### src/rtl/clip_vertex_reader.sv
// clip_vertex_reader
//   Reads the clip-space vertex buffer (x,y,z,w per vertex, Q16.16 signed). For each vertex it
//   does the perspective divide (x/w, y/w) with one shared restoring divider, maps the result to
//   integer screen coordinates, and hands one screen vertex per valid/ready handshake downstream.
// Ports
//   clock, reset          : single clock, synchronous active-high reset
//   start, count          : begin a pass over 'count' vertices (sampled only while idle)
//   done                  : high while idle
//   mem_read_addr/_data   : registered word address; data returns one cycle later
//   out_valid/out_ready   : output handshake
//   out_x, out_y          : screen coordinates (row 0 = top)
//   out_culled            : vertex behind the eye or outside NDC [-1,1]
//   out_index             : vertex number within the pass
module clip_vertex_reader #(
  parameter int SCREEN_W  = 320,
  parameter int SCREEN_H  = 240,
  parameter int FRAC_BITS = 16
) (
  input  logic        clock,
  input  logic        reset,
  input  logic        start,
  input  logic [31:0] count,
  output logic        done,
  output logic [31:0] mem_read_addr,
  input  logic [31:0] mem_read_data,
  output logic        out_valid,
  input  logic        out_ready,
  output logic [15:0] out_x,
  output logic [15:0] out_y,
  output logic        out_culled,
  output logic [31:0] out_index
);

  localparam int DW = 32 + FRAC_BITS;
  localparam logic signed [31:0] ONE = 32'sd1 <<< FRAC_BITS;
  localparam logic [DW-1:0] SAT = DW'(32'h7FFF_FFFF);

  typedef enum logic [3:0] {
    S_IDLE, S_ADDR, S_FETCH_X, S_FETCH_Y, S_FETCH_Z, S_FETCH_W,
    S_CHECK, S_DIV_X, S_DIV_Y, S_MAP, S_OUT
  } state_t;

  state_t state, state_next;

  logic [31:0]        count_lat, idx;
  logic signed [31:0] vx, vy, vw, ndc_x, ndc_y;
  logic [31:0]        div_rem, div_d;
  logic [DW-1:0]      div_quo;
  logic               div_neg;
  logic [6:0]         div_cnt;
  logic               div_last, w_nonpos, last_vertex;

  assign div_last    = (div_cnt == 7'(DW - 1));
  assign w_nonpos    = (vw <= 32'sd0);
  assign last_vertex = ((idx + 32'd1) == count_lat);
  assign done        = (state == S_IDLE);
  assign out_valid   = (state == S_OUT);

  function automatic logic [31:0] mag32(input logic signed [31:0] v);
    return v[31] ? 32'(-v) : 32'(v);
  endfunction

  // One restoring-divide step plus the signed, saturated result of that step.
  logic [32:0]        trial;
  logic [31:0]        rem_step;
  logic [DW-1:0]      quo_step;
  logic [30:0]        quo_mag;
  logic signed [31:0] div_result;

  always_comb begin
    trial = {div_rem, div_quo[DW-1]};
    if (trial >= {1'b0, div_d}) begin
      rem_step = 32'(trial - {1'b0, div_d});
      quo_step = {div_quo[DW-2:0], 1'b1};
    end else begin
      rem_step = trial[31:0];
      quo_step = {div_quo[DW-2:0], 1'b0};
    end
    quo_mag    = (quo_step > SAT) ? 31'h7FFF_FFFF : quo_step[30:0];
    div_result = div_neg ? -$signed({1'b0, quo_mag}) : $signed({1'b0, quo_mag});
  end

  // Viewport mapping of the clamped NDC values.
  logic signed [31:0] cx, cy;
  logic [63:0]        px, py, sx, sy;
  logic [15:0]        sx16, sy16;
  logic               map_cull;

  always_comb begin
    cx = (ndc_x > ONE) ? ONE : ((ndc_x < -ONE) ? -ONE : ndc_x);
    cy = (ndc_y > ONE) ? ONE : ((ndc_y < -ONE) ? -ONE : ndc_y);
    px = {32'd0, 32'(cx + ONE)} * 64'(SCREEN_W);
    py = {32'd0, 32'(ONE - cy)} * 64'(SCREEN_H);
    sx = px >> (FRAC_BITS + 1);
    sy = py >> (FRAC_BITS + 1);
    sx16 = (sx >= 64'(SCREEN_W)) ? 16'(SCREEN_W - 1) : sx[15:0];
    sy16 = (sy >= 64'(SCREEN_H)) ? 16'(SCREEN_H - 1) : sy[15:0];
    map_cull = (ndc_x > ONE) || (ndc_x < -ONE) || (ndc_y > ONE) || (ndc_y < -ONE);
  end

  always_ff @(posedge clock) begin
    if (reset) state <= S_IDLE;
    else       state <= state_next;
  end

  always_comb begin
    state_next = state;
    case (state)
      S_IDLE:    if (start && count != 32'd0) state_next = S_ADDR;
      S_ADDR:    state_next = S_FETCH_X;
      S_FETCH_X: state_next = S_FETCH_Y;
      S_FETCH_Y: state_next = S_FETCH_Z;
      S_FETCH_Z: state_next = S_FETCH_W;
      S_FETCH_W: state_next = S_CHECK;
      S_CHECK:   state_next = w_nonpos ? S_OUT : S_DIV_X;
      S_DIV_X:   if (div_last) state_next = S_DIV_Y;
      S_DIV_Y:   if (div_last) state_next = S_MAP;
      S_MAP:     state_next = S_OUT;
      S_OUT:     if (out_ready) state_next = last_vertex ? S_IDLE : S_ADDR;
      default:   state_next = S_IDLE;
    endcase
  end

  always_ff @(posedge clock) begin
    if (reset) begin
      count_lat     <= '0;
      idx           <= '0;
      mem_read_addr <= '0;
      vx            <= '0;
      vy            <= '0;
      vw            <= '0;
      ndc_x         <= '0;
      ndc_y         <= '0;
      div_rem       <= '0;
      div_d         <= '0;
      div_quo       <= '0;
      div_neg       <= 1'b0;
      div_cnt       <= '0;
      out_x         <= '0;
      out_y         <= '0;
      out_culled    <= 1'b0;
      out_index     <= '0;
    end else begin
      case (state)
        S_IDLE: if (start && count != 32'd0) begin
          count_lat     <= count;
          idx           <= '0;
          mem_read_addr <= '0;
        end
        // Address leads captured data by one cycle; it stops at 4*idx+3 so no extra word is read.
        S_ADDR:    mem_read_addr <= mem_read_addr + 32'd1;
        S_FETCH_X: begin vx <= mem_read_data; mem_read_addr <= mem_read_addr + 32'd1; end
        S_FETCH_Y: begin vy <= mem_read_data; mem_read_addr <= mem_read_addr + 32'd1; end
        S_FETCH_W: vw <= mem_read_data;
        S_CHECK: begin
          if (w_nonpos) begin
            out_culled <= 1'b1;
            out_x      <= '0;
            out_y      <= '0;
            out_index  <= idx;
          end else begin
            div_rem <= '0;
            div_quo <= {mag32(vx), {FRAC_BITS{1'b0}}};
            div_d   <= mag32(vw);
            div_neg <= vx[31] ^ vw[31];
            div_cnt <= '0;
          end
        end
        // The final iteration's result is taken straight from the step logic, so the y divide
        // is loaded in the same cycle and each divide costs exactly DW cycles.
        S_DIV_X: begin
          if (div_last) begin
            ndc_x   <= div_result;
            div_rem <= '0;
            div_quo <= {mag32(vy), {FRAC_BITS{1'b0}}};
            div_neg <= vy[31] ^ vw[31];
            div_cnt <= '0;
          end else begin
            div_rem <= rem_step;
            div_quo <= quo_step;
            div_cnt <= div_cnt + 7'd1;
          end
        end
        S_DIV_Y: begin
          if (div_last) begin
            ndc_y <= div_result;
          end else begin
            div_rem <= rem_step;
            div_quo <= quo_step;
            div_cnt <= div_cnt + 7'd1;
          end
        end
        S_MAP: begin
          out_x      <= sx16;
          out_y      <= sy16;
          out_culled <= map_cull;
          out_index  <= idx;
        end
        S_OUT: if (out_ready && !last_vertex) begin
          idx           <= idx + 32'd1;
          mem_read_addr <= (idx + 32'd1) << 2;
        end
        default: ;
      endcase
    end
  end

endmodule

### config.mk
export PLATFORM = sky130hd
export DESIGN_NAME = clip_vertex_reader
export DESIGN_NICKNAME = d
export VERILOG_FILES = /design/src/rtl/clip_vertex_reader.sv
export SDC_FILE = /design/constraint.sdc
export NUM_CORES = 1
export LEC_CHECK = 0
export CORE_UTILIZATION = 50
export CTS_CLUSTER_DIAMETER = 100
export DETAILED_ROUTE_END_ITERATION = 8
export GPL_TIMING_DRIVEN = 0
export PLACE_DENSITY = 0.71
export SKIP_CTS_REPAIR_TIMING = 1
export SLEW_MARGIN = 0
export SYNTH_ARGS = -nofsm -noshare
export SYNTH_HDL_FRONTEND = slang
export SYNTH_SLANG_ARGS = --single-unit
### constraint.sdc
create_clock -name clock -period 8.1 [get_ports clock]
set_clock_uncertainty 0.2 [all_clocks]
set_input_delay 2.43 -clock clock [delete_from_list [all_inputs] [get_ports clock]]
set_output_delay 2.43 -clock clock [all_outputs]
set_load 0.1 [all_outputs]
# After elaboration in Yosys (flattened, before gate mapping)
# Index checks and enable logic that the tools add are counted.
[op_classes]
add_sub_neg = 10
multipliers = 2
div_mod_pow = 0
n_lt_le_gt_ge = 9
n_eq_ne = 20
shift = 0
mux = 47
bitwise_logic = 3
reduce_logical = 24
[op_table]
columns = ["operator", "count"]
rows = [
  ["32-bit two-way mux", 16],
  ["32-bit case mux with 3 select lines", 2],
  ["48-bit two-way mux", 3],
  ["48-bit case mux with 3 select lines", 1],
  ["32-bit case mux with 2 select lines", 2],
  ["32-bit negation", 3],
  ["32-bit by 1-bit adder with 32-bit output (second input constant)", 2],
  ["32-bit by 18-bit > comparator with 1-bit output (second input constant)", 2],
  ["32-bit by 17-bit less-than comparator with 1-bit output (second input constant)", 2],
  ["16-bit case mux with 2 select lines", 2],
  ["48-bit by 31-bit > comparator with 1-bit output (second input constant)", 1],
  ["16-bit two-way mux", 3],
  ["4-bit case mux with 11 select lines", 1],
  ["32-bit by 4-bit multiplier with 36-bit output (second input constant)", 1],
  ["32-bit by 3-bit multiplier with 35-bit output (second input constant)", 1],
  ["33-bit by 32-bit >= comparator with 1-bit output", 1],
  ["32-bit by 18-bit adder with 32-bit output (second input constant)", 1],
  ["32-bit equality test", 1],
  ["32-bit by 1-bit less-or-equal comparator with 1-bit output (second input constant)", 1],
  ["31-bit negation with 32-bit output", 1],
  ["32-bit nonzero test", 1],
  ["18-bit by 32-bit subtractor with 32-bit output (first input constant)", 1],
  ["32-bit subtractor", 1],
  ["31-bit two-way mux", 1],
  ["27 further kinds", 64],
]
[totals]
regBits = 445
latchBits = 0
ram_bits = 0
romBits = 0
n_memories = 0

# Logic depth before layout (Yosys ltp)
[depth]
word_depth = 8
ltp_mapped = 33

# Worst setup path before layout
# OpenSTA, ideal clock, no wires.
[synth_timing]
path_kind = "register to register"
startpoint = "register ndc_y[23]"
endpoint = "register out_y[1]"
t_arrival_ps = 7384
required_ps = 7750
setup_slack_ps = 366
path_stages_with_launch = 32
path_buffers = 5
cell_sequence = "dfxtp_1 > clkbuf_1 > nand4_1 > or4_1 > ha_1 > clkbuf_1 > nor3_1 > clkbuf_1 > nand2_1 > ha_1 > clkbuf_1 > o41ai_1 > nand2_1 > nand2_1 > mux2_2 > o22ai_1 > a21oi_1 > inv_1 > maj3_1 > ha_1 > xor2_1 > ha_1 > clkbuf_1 > nand2_1 > o21ai_0 > nand3_1 > a41o_1 > o21a_1 > o41ai_1 > nand4_1 > nor4_4 > a41oi_1"
[synth_between]
elab_chain_cells = 8
word_cells_on_any_way = 9
[synth_rtl]
columns = ["item", "line", "text"]
rows = [
  ["start, declared", "46", "logic signed [31:0] vx, vy, vw, ndc_x, ndc_y;"],
  ["start signal, assigned", "186", "ndc_y <= div_result;"],
  ["32-bit by 17-bit less-than comparator with 1-bit output", "91", "cy = (ndc_y > ONE) ? ONE : ((ndc_y < -ONE) ? -ONE : ndc_y);"],
  ["32-bit two-way mux", "91", ""],
  ["32-bit two-way mux *", "91", ""],
  ["18-bit by 32-bit subtractor with 32-bit output *", "93", "py = {32'd0, 32'(ONE - cy)} * 64'(SCREEN_H);"],
  ["32-bit by 4-bit multiplier with 36-bit output *", "93", ""],
  ["23-bit by 8-bit >= comparator with 1-bit output", "97", "sy16 = (sy >= 64'(SCREEN_H)) ? 16'(SCREEN_H - 1) : sy[15:0];"],
  ["16-bit two-way mux *", "97", ""],
  ["16-bit case mux with 2 select lines *", "144", "case (state)"],
  ["end signal, assigned", "195", "out_y <= sy16;"],
  ["end, declared", "29", "output logic [15:0] out_y,"],
]
# Every way passes the cells marked *; elsewhere a longest branch is shown, timed or not.
# A chain may end at the register's enable or synchronous reset.

# Final worst setup path
[layout_timing]
startpoint = "register ndc_y[29]"
endpoint = "register out_y[7]"
# The elaborated chain is that of the path after synthesis.

==> impl_summary.log <==
INFO  metric htree_levels = 2
INFO  metric async_flop_share = 0%
INFO  metric worstHoldPathType = reg2reg
INFO  metric ys.flop_type = sky130_fd_sc_hd__dfxtp_1
INFO  metric maximum_number_of_pins_on_one_net_before_global_route_repair = 15
INFO  metric grt_first_pass_wirelength = 145 mm
INFO  metric finalMaxSlewViolations = 0
INFO  metric crit_path_end_kind = flop
INFO  metric critical_path_arrival = 7.91 ns
INFO  metric placement.cell_area = 0.0320 mm²
INFO  metric first_global_vias = 26300
INFO  metric placement.setup.worst_slack = -1.63 ns
INFO  metric clockBufferDepth = 3
INFO  metric post_synth_and_or_nand_nor_area_fraction = 24.4%
INFO  metric startpoint_type = flop
INFO  metric clock_sink_count = 445
INFO  metric yosysTopAreaCell = sky130_fd_sc_hd__dfxtp_1
INFO  metric setup_viol_count_final = 0
INFO  metric relSlewSlack = 2.65%
INFO  metric sequential_standard_cell_area = 0.00891 mm²
INFO  metric synthesized_net_count = 4086
INFO  metric holdPathEnd = out_index[0]$_SDFFE_PP0P_
INFO  metric drt-pass1-iter-count = 7
INFO  metric synthDominantCellAreaShare = 30.3%
INFO  metric initial_antenna_violation_count = 0
INFO  metric cp_num_buf_inv = 6
INFO  metric boundaryPins = 167
INFO  metric post_drt_via_cell_ratio = 5.94
INFO  metric place.detailed.hpwl = 71.8 mm
INFO  metric via_count = 28800
INFO  metric drc = 0
INFO  metric gp_congestion = 0.972
INFO  metric synth.cells.most_frequent = sky130_fd_sc_hd__nand2_1 (586), sky130_fd_sc_hd__dfxtp_1 (445), sky130_fd_sc_hd__nor2_1 (367)
INFO  metric status = complete, no violations
INFO  metric std_cell_rows = 88
INFO  metric clock_tree_from_tritoncts = built
INFO  metric tightest_slew = 1.45 ns
INFO  metric timing.hold.worst_path_depth = 2
INFO  metric n_fill_cell = 5447
INFO  metric worst_ep_required_time = 8.31 ns
INFO  metric clock_latency = 0.60 ns
INFO  metric synth_enable_flop_cells = 0
INFO  metric finalWirelength = 92.7 mm
INFO  metric syn-instance-count = 3832
INFO  metric cpPeakStageDelay = 0.59 ns
INFO  metric avgRoutedWirePerCell = 19.1 µm
INFO  metric area_of_the_core = 0.0579 mm²
INFO  metric numPlacedInstances = 4762
INFO  metric timing.max_cap.violations = 0
INFO  metric layout-area-overhead-vs-synth = 14.8%
INFO  metric regToRegStartpoint = ndc_y[29]$_SDFFE_PP0P_
INFO  metric fmaxAchievable = 130 MHz
INFO  metric register_bank_with_the_most_flops = div_quo
INFO  metric area_fraction_in_compound_gates_after_synthesis = 21.2%
INFO  metric synth_top_family_by_area = simple AND/OR/NAND/NOR gates
INFO  metric hold_path_startpoint = out_index[0]$_SDFFE_PP0P_
INFO  metric root_buffer = sky130_fd_sc_hd__clkbuf_16
INFO  metric grt_use_total = 30.2%
INFO  metric crit_family = adder cells
INFO  metric p_leak = 13.1 nW
INFO  metric synth.most_common_cell = sky130_fd_sc_hd__nand2_1
INFO  metric yosys.area_share.xor_xnor = 7.82%
INFO  metric fraction_of_the_mapped_netlist_area_in_adder_cells = 9.04%
INFO  metric nets = 4304
INFO  metric diodes = 0
INFO  metric path_class = reg2reg
INFO  metric per_instance_average_area_after_synthesis = 7.67 µm²
INFO  metric synth.lib_cells_used.distinct = 95
INFO  metric initial_core_util = 50.8%
INFO  metric totalPowerFinal = 7.81 mW
INFO  metric layout.cell_area.non_filler = 0.0338 mm²
INFO  metric r2r-end = out_y[7]$_SDFFE_PP0P_
INFO  metric syn_area = 0.0294 mm²
INFO  metric ys_top_cells_by_area = sky130_fd_sc_hd__dfxtp_1 (30%), sky130_fd_sc_hd__nand2_1 (7.5%), sky130_fd_sc_hd__ha_1 (6.6%), sky130_fd_sc_hd__a21oi_1 (6.1%), sky130_fd_sc_hd__nor2_1 (4.7%)
INFO  metric synth.ff_latch_count = 445
INFO  metric first_drt_iteration_drcs = 2783
INFO  metric fin_ws = 0.394 ns
INFO  metric final-hold-violation-count = 0
INFO  metric gr-total-overflow = 0
INFO  metric cpMaxStageDelayCell = sky130_fd_sc_hd__fa_1
INFO  metric r2r_cells = 28
INFO  metric total_die_area = 0.0598 mm²
INFO  metric port_buffers = 165
INFO  metric synth.yosys.seq_area_share = 30.3%
INFO  metric dieWidth = 244 µm
INFO  metric post-route-min-period = 7.71 ns
INFO  metric multi_input_gate_area = 0.0191 mm²
INFO  metric synth.area.mux_share = 2.26%
INFO  metric final_layout_size_suffix_gt1_share = 5.02%
INFO  metric drtAntennaViolNets = 0
INFO  metric final.period_utilization = 95.1%
INFO  metric largest_register_ff_count = 48
INFO  metric cts_inserted_buffers = 47
INFO  metric power-per-cell-area = 231 mW/mm²
INFO  metric fin_cells = 4852
INFO  metric clk_pin_slew = 0.06 ns
INFO  metric worst_ir_drop_vdd = 0.193 mV
INFO  metric rrSetupSlack = 0.39 ns
INFO  metric crit_path_max_fanout = 10
INFO  metric synthesis.yosys.warnings = 0
INFO  metric final.setup.tns = 0 ns
INFO  metric die-height = 244 µm
==> area by class of cell <==
cell class	instances	share of cell area, %
inverters	160	1.78
repair buffers	175	5.11
well taps	765	2.84
clock inverters	17	0.663
flip-flops and latches	445	26.4
clock buffers	69	4.09
multi-input cells	3000	56.6
plain buffers	221	2.53
==> worst reg2reg max path: cells and delay by family, from the launching register on <==
kind / cells / cell delay, ns
AOI/OAI and AO/OA: 9 / 1.84
adders and majority gates: 5 / 2.08
buffers and inverters: 6 / 1.06
DFF: 1 / 0.47
and+or+nand+nor: 8 / 1.91
==> how the worst max path moves through the flow <==
| stage | startpoint | end | cells after the start |
|---|---|---|---|
| 2_1_floorplan | ndc_y[23]$_SDFFE_PP0P_ | out_y[1]$_SDFFE_PP0P_ | 31 |
| 3_3_place_gp | ndc_y[31]$_SDFFE_PP0P_ | out_y[2]$_SDFFE_PP0P_ | 31 |
| 3_5_place_dp | ndc_y[23]$_SDFFE_PP0P_ | out_y[2]$_SDFFE_PP0P_ | 31 |
| 4_1_cts | ndc_y[31]$_SDFFE_PP0P_ | out_y[2]$_SDFFE_PP0P_ | 31 |
| 5_1_grt | ndc_y[25]$_SDFFE_PP0P_ | out_y[7]$_SDFFE_PP0P_ | 29 |
| 6_report | ndc_y[29]$_SDFFE_PP0P_ | out_y[7]$_SDFFE_PP0P_ | 28 |
==> cell usage in the layout (no fill, tap or decap), types with 16 or more instances in the layout <==
cell type and instances:
sky130_fd_sc_hd__a31oi_1 37, sky130_fd_sc_hd__nand2_1 586, sky130_fd_sc_hd__mux2_2 18, sky130_fd_sc_hd__mux2i_1 46, sky130_fd_sc_hd__a21oi_1 360, sky130_fd_sc_hd__xor2_1 73
sky130_fd_sc_hd__dfxtp_1 442, sky130_fd_sc_hd__inv_1 158, sky130_fd_sc_hd__clkbuf_16 48, sky130_fd_sc_hd__nand3_1 92, sky130_fd_sc_hd__a222oi_1 20, sky130_fd_sc_hd__o21ai_0 159
sky130_fd_sc_hd__a21o_1 57, sky130_fd_sc_hd__ha_1 150, sky130_fd_sc_hd__nor3_1 101, sky130_fd_sc_hd__a22oi_1 27, sky130_fd_sc_hd__nand2b_1 34, sky130_fd_sc_hd__nor2_1 365
sky130_fd_sc_hd__and2_1 35, sky130_fd_sc_hd__a211oi_1 71, sky130_fd_sc_hd__or3_1 36, sky130_fd_sc_hd__clkdlybuf4s50_1 165, sky130_fd_sc_hd__o21a_1 16, sky130_fd_sc_hd__o211ai_1 16
sky130_fd_sc_hd__and3_1 60, sky130_fd_sc_hd__clkbuf_1 208, sky130_fd_sc_hd__fa_1 32, sky130_fd_sc_hd__o31ai_1 30, sky130_fd_sc_hd__o22ai_1 30, sky130_fd_sc_hd__nand4_1 36
sky130_fd_sc_hd__nor4_1 55, sky130_fd_sc_hd__xnor2_1 153
==> logic make-up after synthesis <==
logic type	count (synthesis)
and+or+nand+nor	1522
AOI/OAI and AO/OA	979
DFF	445
buffers and inverters	387
xor gates and xnor gates	240
adders and majority gates	195
muxes	64
==> power breakdown <==
part	switching [mW]	internal, mW	leakage [nW]	total, mW
Clock	0.940	1.31	0.788	2.25
Combinational	2.07	0.971	8.71	3.04
Sequential	0.177	2.34	3.59	2.51
==> metal layers <==
metal / vias up / wire (µm) / track usage [%]
met5: - / 0 / 0
met2: 1112 / 41400 / 47.9
met4: 0 / 3420 / 11.5
met3: 200 / 6340 / 3.93
li1: 14100 / - / -
met1: 13500 / 41500 / 41.4
==> metrics by stage <==
step                      hold slack [ns]  util, %
after floorplan                     0.228        -
after global placement              0.239     55.3
after detailed placement            0.243     55.3
after CTS                           0.252     58.0
after global routing                0.266     58.3
final                               0.249     58.3
Power figures use the tool's default switching activity.
